<file path="src/rtl/scanner_link_rx.sv">
// Receive side of the scanner serial link: deserializes LSB-first bytes, decodes
// command frames into one-cycle event pulses and captures the byte that follows command 7.
module scanner_link_rx #(
    parameter int GAP_MAX = 16,
    parameter int CNT_W   = 16
) (
    input  logic             clk,
    input  logic             rst,
    input  logic             ser_clk,
    input  logic             ser_data,
    output logic             cmd_valid,
    output logic [7:0]       cmd_code,
    output logic             rdy_xfer_p,
    output logic             start_scan_p,
    output logic             buf_full_p,
    output logic             cmd_unknown_p,
    output logic             data_valid,
    output logic [7:0]       data_byte,
    output logic [CNT_W-1:0] data_count,
    output logic             frame_err,
    output logic             busy
);
    localparam logic [0:0] ST_CMD  = 1'b0;
    localparam logic [0:0] ST_DATA = 1'b1;

    localparam int GAP_W = (GAP_MAX > 1) ? $clog2(GAP_MAX) : 1;
    localparam logic [GAP_W-1:0] GAP_LAST = GAP_W'(GAP_MAX - 1);

    logic [0:0]       state_reg;
    logic [2:0]       bit_cnt_reg;
    logic [7:0]       shift_reg;
    logic [GAP_W-1:0] gap_cnt_reg;
    logic             cmd_valid_reg;
    logic [7:0]       cmd_code_reg;
    logic             rdy_xfer_reg;
    logic             start_scan_reg;
    logic             buf_full_reg;
    logic             cmd_unknown_reg;
    logic             data_valid_reg;
    logic [7:0]       data_byte_reg;
    logic [CNT_W-1:0] data_count_reg;
    logic             frame_err_reg;

    logic       frame_done;
    logic [7:0] byte_in;
    logic       busy_int;

    assign byte_in    = {ser_data, shift_reg[7:1]};
    assign frame_done = ser_clk && (bit_cnt_reg == 3'd7);
    // A pending data byte counts as busy so a stalled "data follows" can time out.
    assign busy_int   = (bit_cnt_reg != 3'd0) || (state_reg == ST_DATA);

    always_ff @(posedge clk) begin
        if (rst) begin
            state_reg       <= ST_CMD;
            bit_cnt_reg     <= 3'd0;
            shift_reg       <= 8'd0;
            gap_cnt_reg     <= '0;
            cmd_valid_reg   <= 1'b0;
            cmd_code_reg    <= 8'd0;
            rdy_xfer_reg    <= 1'b0;
            start_scan_reg  <= 1'b0;
            buf_full_reg    <= 1'b0;
            cmd_unknown_reg <= 1'b0;
            data_valid_reg  <= 1'b0;
            data_byte_reg   <= 8'd0;
            data_count_reg  <= '0;
            frame_err_reg   <= 1'b0;
        end else begin
            cmd_valid_reg   <= 1'b0;
            rdy_xfer_reg    <= 1'b0;
            start_scan_reg  <= 1'b0;
            buf_full_reg    <= 1'b0;
            cmd_unknown_reg <= 1'b0;
            data_valid_reg  <= 1'b0;
            frame_err_reg   <= 1'b0;

            if (ser_clk) begin
                // A strobe always wins over a timeout that would fire this cycle.
                shift_reg   <= byte_in;
                bit_cnt_reg <= bit_cnt_reg + 3'd1;
                gap_cnt_reg <= '0;
                if (frame_done) begin
                    if (state_reg == ST_CMD) begin
                        cmd_valid_reg   <= 1'b1;
                        cmd_code_reg    <= byte_in;
                        rdy_xfer_reg    <= (byte_in == 8'd2);
                        start_scan_reg  <= (byte_in == 8'd3);
                        buf_full_reg    <= (byte_in == 8'd4);
                        cmd_unknown_reg <= !((byte_in == 8'd2) || (byte_in == 8'd3) ||
                                             (byte_in == 8'd4) || (byte_in == 8'd7));
                        if (byte_in == 8'd7)
                            state_reg <= ST_DATA;
                    end else begin
                        data_valid_reg <= 1'b1;
                        data_byte_reg  <= byte_in;
                        if (data_count_reg != {CNT_W{1'b1}})
                            data_count_reg <= data_count_reg + CNT_W'(1);
                        state_reg <= ST_CMD;
                    end
                end
            end else if (!busy_int) begin
                gap_cnt_reg <= '0;
            end else if (gap_cnt_reg == GAP_LAST) begin
                frame_err_reg <= 1'b1;
                bit_cnt_reg   <= 3'd0;
                shift_reg     <= 8'd0;
                state_reg     <= ST_CMD;
                gap_cnt_reg   <= '0;
            end else begin
                gap_cnt_reg <= gap_cnt_reg + GAP_W'(1);
            end
        end
    end

    assign cmd_valid     = cmd_valid_reg;
    assign cmd_code      = cmd_code_reg;
    assign rdy_xfer_p    = rdy_xfer_reg;
    assign start_scan_p  = start_scan_reg;
    assign buf_full_p    = buf_full_reg;
    assign cmd_unknown_p = cmd_unknown_reg;
    assign data_valid    = data_valid_reg;
    assign data_byte     = data_byte_reg;
    assign data_count    = data_count_reg;
    assign frame_err     = frame_err_reg;
    assign busy          = busy_int;

endmodule

</file>
<file path="config.mk">
export PLATFORM = sky130hd
export DESIGN_NAME = scanner_link_rx
export DESIGN_NICKNAME = d
export VERILOG_FILES = /design/src/rtl/scanner_link_rx.sv
export SDC_FILE = /design/constraint.sdc
export NUM_CORES = 1
export LEC_CHECK = 0
export ABC_AREA = 0
export BUFFER_PORTS_ARGS = -buffer_cell sky130_fd_sc_hd__buf_4
export CAP_MARGIN = 25
export CORE_UTILIZATION = 58
export CTS_BUF_LIST = sky130_fd_sc_hd__clkbuf_16
export DETAILED_ROUTE_END_ITERATION = 12
export GPL_TIMING_DRIVEN = 1
export HOLD_SLACK_MARGIN = 0.02
export PLACE_DENSITY = 0.94
export SLEW_MARGIN = 15
export SYNTH_ARGS = -nofsm -noshare
export SYNTH_HDL_FRONTEND = slang
export SYNTH_SLANG_ARGS = --single-unit
</file>
<file path="constraint.sdc">
create_clock -name clk -period 3.59 [get_ports clk]
set_clock_uncertainty 0.05 [all_clocks]
set_input_delay 0.718 -clock clk [delete_from_list [all_inputs] [get_ports clk]]
set_output_delay 0.718 -clock clk [all_outputs]
set_load 0.05 [all_outputs]
</file>
==> results of run 1 <==
final timing paths:
check                                    start  slack (ps)              to  depth (start not counted)
worst max-delay path            bit_cnt_reg[0]        1170            busy                          5
worst min-delay path            gap_cnt_reg[0]         400  gap_cnt_reg[0]                          1
worst max register to register  bit_cnt_reg[0]        1410  data_count[13]                          6
worst min register to register  gap_cnt_reg[0]         400  gap_cnt_reg[0]                          1
cell families (layout without fill, tap and decap cells):
group / count (synthesis) / after routing
and+or+nand+nor: 103 / 103
DFF: 54 / 54
AOI/OAI and AO/OA: 51 / 51
buffers and inverters: 19 / 59
muxes: 10 / 10
adders and majority gates: 5 / 5
xor gates and xnor gates: 3 / 3
routing by layer:
| metal | up-vias | part of all wire | track usage |
|---|---|---|---|
| met4 | 0 | 0.015 | 0.116 |
| li1 | 951 | - | - |
| met2 | 39 | 0.51 | 0.403 |
| met3 | 8 | 0.033 | 0.0616 |
| met1 | 904 | 0.44 | 0.279 |
| met5 | - | 0 | 0 |
power by group through the flow:
stage	clock [mW]	sequential (mW)	combinational [mW]
finish	0.522	0.606	0.0374
global route	0.554	0.606	0.0415
CTS	0.526	0.606	0.0376
detailed placement	0	0.620	0.0371
global placement	0	0.619	0.0363
floorplan	0	0.619	0.0277
cells in the final DEF, fill, tap and decap left out, types with 4 or more instances in the layout:
| master | count |
|---|---|
| nor3_1 | 4 |
| buf_4 | 44 |
| nand4_1 | 7 |
| dfxtp_1 | 54 |
| nand2_1 | 27 |
| nor2_1 | 29 |
| a22oi_1 | 7 |
| ha_1 | 5 |
| a21oi_1 | 25 |
| o31ai_1 | 9 |
| mux2i_1 | 8 |
| or4_1 | 7 |
| o21ai_0 | 4 |
| inv_1 | 9 |
| nand3_1 | 5 |
| clkbuf_16 | 5 |
layout make-up:
cell class              count  area [sq um]  share of cell area
clock buffers               5           125              0.0461
clock inverters             3          37.5              0.0138
inverters                   7          26.3             0.00968
multi-input cells         172          1050               0.388
flip-flops and latches     54          1080               0.398
well taps                  48          60.1              0.0221
repair buffers             44           330               0.122
stage by stage:
stage                     hold WS [ps]  setup WS (ps)
after global routing               417           1040
after floorplan                    368           1310
final                              403           1170
after CTS                          405           1160
after global placement             387           1300
after detailed placement           392           1260
==> flow_summary.ini, run 1 <==
[floorplanning]
chipWidth_um = 63.7
fp.dieH_um = 63.7
fp.coreArea_sq_mm = 0.00366
die-area_sq_mm = 0.00405
rows = 22
initial_core_util = 0.603
ios = 44

[yosys]
synthAdderAreaFrac = 0.0284
syn_inst = 245
synthesis.area_sq_mm = 0.00221
syn_avg_cell_area_sq_um = 9.00
synth_simple_gate_area_share = 0.243
synth_area_leader_cell = dfxtp_1
synth-compound-area-share = 0.147
synthArstFlopShare = 0
synth_cell_type_count = 38
yosys_warnings = 0
synth_top_area_frac = 0.490
synth-xor-area-share = 0.0119
ys_top_cells_by_area = dfxtp_1 (49%), a21oi_1 (5.7%), nor2_1 (4.9%)
syn_nets = 254
yosys-top-cells-count = dfxtp_1 (54), nor2_1 (29), nand2_1 (27)
synth_top_family_by_area = simple AND/OR/NAND/NOR gates
ys_seq_area_frac = 0.490
synthMuxAreaShare = 0.0465
yosys_most_used_dff = dfxtp_1
synth_edf_count = 0
synth-seq-cells = 54
yosysMostFrequentCell = dfxtp_1

[flow_run]
max_cap_violations = 0

[global_routing]
gr-total-overflow = 0
antenna_found_initial = 0
grt_pass1_vias = 1744
gr-usage-all-layers = 0.239
grt_pass1_wl_um = 7560
grt_max_degree = 50

[power_and_ir_drop]
cellPowerDensity_mw_per_mm2 = 429
p_leak_nw = 1.08
p_int_mw = 0.937
peakVddDrop_mv = 0.380
swShare = 0.196
finalPower_mw = 1.17
comb_power_share = 0.032
pwr-share-seq = 0.520
switching_power_mw = 0.228
p_clk_frac = 0.448

[timing]
fmax_ghz = 0.412
rsz0062_at_grt = false
finalMaxSlewViolations = 0
min_period_ps = 2420
slew-limit-headroom = 0.420
finalHoldViolations = 0
post-route-period-util = 0.675
fin_setup_tns_ps = 0
setup_viol = 0
tightest_slew_ps = 862

[clock_tree]
cts_root_buf = clkbuf_16
clk_pin_slew_ps = 60
clk_path_buf_depth = 2
ctsResizeCount = 0
h-tree-depth = 2
numCtsBuffers = 5
cts_sinks = 54
cts_tree = yes
cts_hold_buf = 0
post_cts_buffers = 0
clock_insertion_delay_worst_skew_ps = 290

[setup_path]
slowest_delay_ps = 470
critical_path_class = reg -> out
crit_required_ps = 2820
crit_fanout = 5
cpMaxStageDelayCell = nor3b_1
worstPathArrival_ps = 1660
crit_family = simple AND/OR/NAND/NOR gates
end_kind = output pin
crit_buf_inv = 3
crit_path_start_kind = register
cp_cell_sequence = inv_1, ha_1, nor3b_1, inv_1, buf_4
cp_common_cell = inv_1

[placed_design]
io_buffer_count = 43
hpwl_um = 3050
placed_area_sq_mm = 0.00255
gp_congestion = 0.802
placed_cells = 325

[routing]
drc = 0
firstDrtPassIters = 4
via_count = 1902
via_per_inst = 5.71
final_antenna_net_count = 0
routed_wl_um = 4600
wire_per_inst_um = 13.8
drtIter0Drc = 175

[layout]
post-route-util = 0.741
fin_cells = 333
n_fill_cell = 273
n_antenna_cell = 0
largest_reg_flops = 16
drive_above_1_share = 0.214
nNetsFinal = 293
design_area_sq_mm = 0.00271
syn_to_final_growth_pct = 23.0

[worst_hold_path]
worstHoldPathType = reg -> reg

[outcome]
outcome = completed
(Power assumes the default switching activity.)
==> inputs of run 2 (changes only) <==
ABC_AREA = 1   (was 0)
CORE_UTILIZATION = 55   (was 58)
PLACE_DENSITY = 0.9   (was 0.94)
clock period = 2.5 ns   (was 3.59 ns; I/O delays follow)
==> run 2 against run 1 <==
Count of clock-buffer cells in the layout stayed put. Critical path depth is 1 lower. Clock power is 50% higher. Largest power group unchanged.
==> flow_summary.ini, run 2 <==
[routing]
final_antenna_net_count = 0
via_count = 2213
drtIter0Drc = 141
wire_per_inst_um = 12.7
via_per_inst = 5.31
drc = 0
routed_wl_um = 5290
firstDrtPassIters = 4

[timing]
post-route-period-util = 0.733
setup_viol = 0
finalMaxSlewViolations = 0
rsz0062_at_grt = false
fmax_ghz = 0.546
slew-limit-headroom = 0.495
fin_setup_tns_ps = 0
fin_hold_ws_ps = 413
finalHoldViolations = 0
tightest_slew_ps = 752
min_period_ps = 1830
worst_slack_ps = 667

[worst_hold_path]
hold_end = cmd_code[4]
hold_depth = 2
min-delay-start = cmd_code[4]
worstHoldPathType = reg -> reg

[clock_tree]
post_cts_buffers = 0
h-tree-depth = 2
cts_sinks = 54
cts_root_buf = clkbuf_16
cts_tree = yes
cts_hold_buf = 0
numCtsBuffers = 5
clk_pin_slew_ps = 70
clock_insertion_delay_worst_skew_ps = 290
ctsResizeCount = 0
clk_path_buf_depth = 2

[layout]
nNetsFinal = 375
syn_to_final_growth_pct = 20.9
largest_reg_flops = 16
design_area_sq_mm = 0.00291
n_fill_cell = 310
mostFrequentLayoutCells = nand2_1 (88), dfxtp_1 (54), buf_4 (45)
fin_cells = 417
n_antenna_cell = 0
multi_input_area_sq_mm = 0.00116
post-route-util = 0.712
seq_area_sq_mm = 0.00108
final_common_cell = nand2_1
drive_above_1_share = 0.213

[floorplanning]
ios = 44
chipWidth_um = 68.1
initial_core_util = 0.588
fp.dieH_um = 68.1
fp.coreArea_sq_mm = 0.00409
die-area_sq_mm = 0.00464
rows = 23

[setup_path]
crit_fanout = 4
rrSetupSlack_ps = 680
r2r-start = data_count[0]
crit_required_ps = 1950
r2r-end = data_count[4]
crit_path_start_kind = register
end_kind = output pin
critical_path_class = reg -> out
worstPathArrival_ps = 1280
rr_worst_depth = 7

[yosys]
synth-seq-cells = 54
synth_simple_gate_area_share = 0.317
syn_nets = 334
synth_top_family_by_area = simple AND/OR/NAND/NOR gates
yosys-top-cells-count = nand2_1 (88), dfxtp_1 (54), nor2_1 (38)
synth_top_area_frac = 0.450
yosys_warnings = 0
syn_avg_cell_area_sq_um = 7.40
synth_area_leader_cell = dfxtp_1
yosysMostFrequentCell = nand2_1
synth-compound-area-share = 0.117
synth_edf_count = 0
ys_top_cells_by_area = dfxtp_1 (45%), nand2_1 (14%), a21oi_1 (6.0%)
ys_seq_area_frac = 0.450
synthesis.area_sq_mm = 0.00240
synthMuxAreaShare = 0
syn_inst = 325
synth-xor-area-share = 0.0219
synthAdderAreaFrac = 0.0260
synth_cell_type_count = 29
synthArstFlopShare = 0
yosys_most_used_dff = dfxtp_1

[placed_design]
io_buffer_count = 43
placed_cells = 409
hpwl_um = 3630
dp_slack_ps = 711
gp_congestion = 0.815
placed_area_sq_mm = 0.00274

[outcome]
outcome = completed

[global_routing]
grt_pass1_vias = 1977
use_met1 = 0.311
gr-total-overflow = 0
met3_usage = 0.0517
grt_busiest_layer = met2
gr-usage-all-layers = 0.250
grt_pass1_wl_um = 8690
grt_use_met2 = 0.419
grt_max_degree = 35
antenna_found_initial = 0

[power_and_ir_drop]
cellPowerDensity_mw_per_mm2 = 599
finalPower_mw = 1.74
peakVddDrop_mv = 0.528
p_leak_nw = 1.20

[flow_run]
max_cap_violations = 0
[run 2: critical path: stages (launching register included)]
cell     delay (ps)
dfxtp_1         350
inv_1            80
ha_1            210
nand2_1         140
buf_4           220
[run 2: layout make-up]
class / instances / share of cell area
flip-flops and latches: 54 / 0.372
clock buffers: 5 / 0.0430
multi-input cells: 233 / 0.398
clock inverters: 3 / 0.0146
repair buffers: 45 / 0.116
inverters: 27 / 0.0349
well taps: 50 / 0.0215
[run 2: cell families (layout without fill, tap and decap cells)]
kind of cell               Yosys count  after routing
and+or+nand+nor                    174            174
AOI/OAI and AO/OA                   48             48
xor gates and xnor gates             6              6
buffers and inverters               38             80
adders and majority gates            5              5
DFF                                 54             54
[run 2: worst max path at each step]
stage | startpoint | endpoint | slack (ps) | cells past startpoint
floorplan | data_count[0] | data_count[2] | 620 | 9
detailed placement | bit_cnt_reg[1] | data_count[1] | 710 | 7
global route | data_count[0] | data_count[4] | 520 | 7
global placement | ser_clk | data_count[1] | 770 | 6
finish | bit_cnt_reg[0] | busy | 670 | 4
CTS | bit_cnt_reg[0] | busy | 660 | 4
[run 2: where the power goes]
group          internal (mW)  total, mW  switching, mW  leakage, nW
logic                 0.0230     0.0829         0.0599        0.686
clock network          0.473      0.784          0.311       0.0818
registers              0.868      0.876        0.00798        0.436
[run 2: routing by layer]
| layer | routed length [um] | vias to the layer above |
|---|---|---|
| met1 | 2300 | 1033 |
| met3 | 247 | 6 |
| met2 | 2670 | 56 |
| met5 | 0 | - |
| li1 | - | 1118 |
| met4 | 70 | 0 |
==> inputs of run 3 (changes only) <==
clock period = 1.82 ns   (was 2.5 ns; I/O delays follow)
==> run 3 against run 2 <==
The run now ends with setup timing left. Routed wire length increased by 13%. Global-route usage increased by 0.63 points. Total power increased by 30%. Clock power increased by 19%. First-iteration DRC count increased by 56%. Die area unchanged. Hold slack got worse by 87 ps. Non-clock buffer count increased by 7. Utilization increased by 1.4 points. Final area increased by 2.0%. Sequential share of layout area decreased by 0.64 points. Largest cell class unchanged.
==> flow_summary.ini, run 3 (synthesis results as in run 2) <==
[layout]
n_fill_cell = 304
final_common_cell = nand2_1
drive_above_1_share = 0.236
nNetsFinal = 382
multi_input_area_sq_mm = 0.00118
n_antenna_cell = 0
syn_to_final_growth_pct = 23.3
largest_reg_flops = 16
mostFrequentLayoutCells = nand2_1 (88), dfxtp_1 (52), buf_4 (51)
fin_cells = 423
seq_area_sq_mm = 0.00108

[timing]
post-route-period-util = 1.01
slew-limit-headroom = 0.612
setup_viol = 1
worst_slack_ps = -25.7
finalHoldViolations = 0
fin_hold_ws_ps = 326
finalMaxSlewViolations = 0
fmax_ghz = 0.542
tightest_slew_ps = 578
min_period_ps = 1850

[power_and_ir_drop]
cellPowerDensity_mw_per_mm2 = 761
p_leak_nw = 1.24
peakVddDrop_mv = 0.685

[global_routing]
antenna_found_initial = 0
grt_max_degree = 35
grt_pass1_vias = 2067
gr-total-overflow = 0
grt_pass1_wl_um = 8950
gr-usage-all-layers = 0.257

[placed_design]
io_buffer_count = 43
hpwl_um = 3770
placed_cells = 415
gp_congestion = 0.818

[routing]
via_count = 2366
wire_per_inst_um = 14.1
drtIter0Drc = 220
drc = 0
final_antenna_net_count = 0
via_per_inst = 5.59
routed_wl_um = 5970
firstDrtPassIters = 6

[floorplanning]
ios = 44
chipWidth_um = 68.1
initial_core_util = 0.588
rows = 23
fp.dieH_um = 68.1
die-area_sq_mm = 0.00464
fp.coreArea_sq_mm = 0.00409

[setup_path]
crit_path_start_kind = register
crit_fanout = 12
worstPathArrival_ps = 2000
crit_required_ps = 1970
critical_path_class = reg -> reg
end_kind = register

[clock_tree]
cts_root_buf = clkbuf_16
clk_path_buf_depth = 2
cts_hold_buf = 0
cts_tree = yes
cts_sinks = 54
clk_pin_slew_ps = 70
h-tree-depth = 2
clock_insertion_delay_worst_skew_ps = 290
numCtsBuffers = 5

[worst_hold_path]
worstHoldPathType = in -> reg

[flow_run]
max_cap_violations = 0

[outcome]
violations = setup timing
outcome = finished with violations
[run 3: changes by cell type in the layout (fill, tap and decap cells not counted), sizes merged]
cell    change
bufinv      -1
buf         +7
[run 3: critical path, stage by stage, from the launching register on]
cell	delay (ps)
dfxtp_1	370
ha_1	190
ha_1	230
nand3_4	150
inv_2	150
buf_4	210
o21ai_0	150
a21oi_1	250
[run 3: per-stage QoR]
step                      area [sq um]   util  power (mW)  setup WS [ps]  setup TNS [ps]
after floorplan                   2410      -        1.31            129               0
after global placement            2790  0.682        1.34            170               0
after global routing              2970  0.726        2.32           -134            -175
final                             2970  0.726        2.26          -25.7           -25.7
after CTS                         2930  0.716        2.24           49.1               0
after detailed placement          2790  0.682        1.34           61.8               0
[run 3: power breakdown]
| part | internal (mW) | total (mW) | switching [mW] |
|---|---|---|---|
| clock | 0.505 | 0.930 | 0.424 |
| combinational | 0.0351 | 0.125 | 0.0899 |
| sequential | 1.19 | 1.20 | 0.0115 |
[run 3: repair_timing]
item,in CTS,in global routing
setup buffers,0,1
endpoints found under the setup margin,0,16
resized for setup,0,3
[run 3: layout make-up]
cell class                      instances  share of cell area
Timing Repair Buffer                   52               0.136
Clock inverter                          2             0.00464
Tap cell                               50              0.0211
Clock buffer                            5              0.0422
Inverter                               27              0.0342
Sequential cell                        54               0.365
Multi-Input combinational cell        233               0.397
[run 3: path summary, 6_finish.rpt]
path | cells after the start | from | slack [ps] | to
min reg2reg | 1 | gap_cnt_reg[0] | 400 | gap_cnt_reg[0]
max reg2reg | 7 | bit_cnt_reg[1] | -30 | data_byte[2]
min | 3 | ser_data | 330 | data_byte[7]
max | 7 | bit_cnt_reg[1] | -30 | data_byte[2]
[run 3: metal layers]
metal / track usage / wire length, um / vias up / share of wire
li1: - / - / 1137 / -
met1: 0.313 / 2400 / 1088 / 0.40
met2: 0.433 / 2960 / 117 / 0.50
met3: 0.0717 / 425 / 24 / 0.071
met4: 0.0833 / 184 / 0 / 0.031
met5: 0 / 0 / - / 0
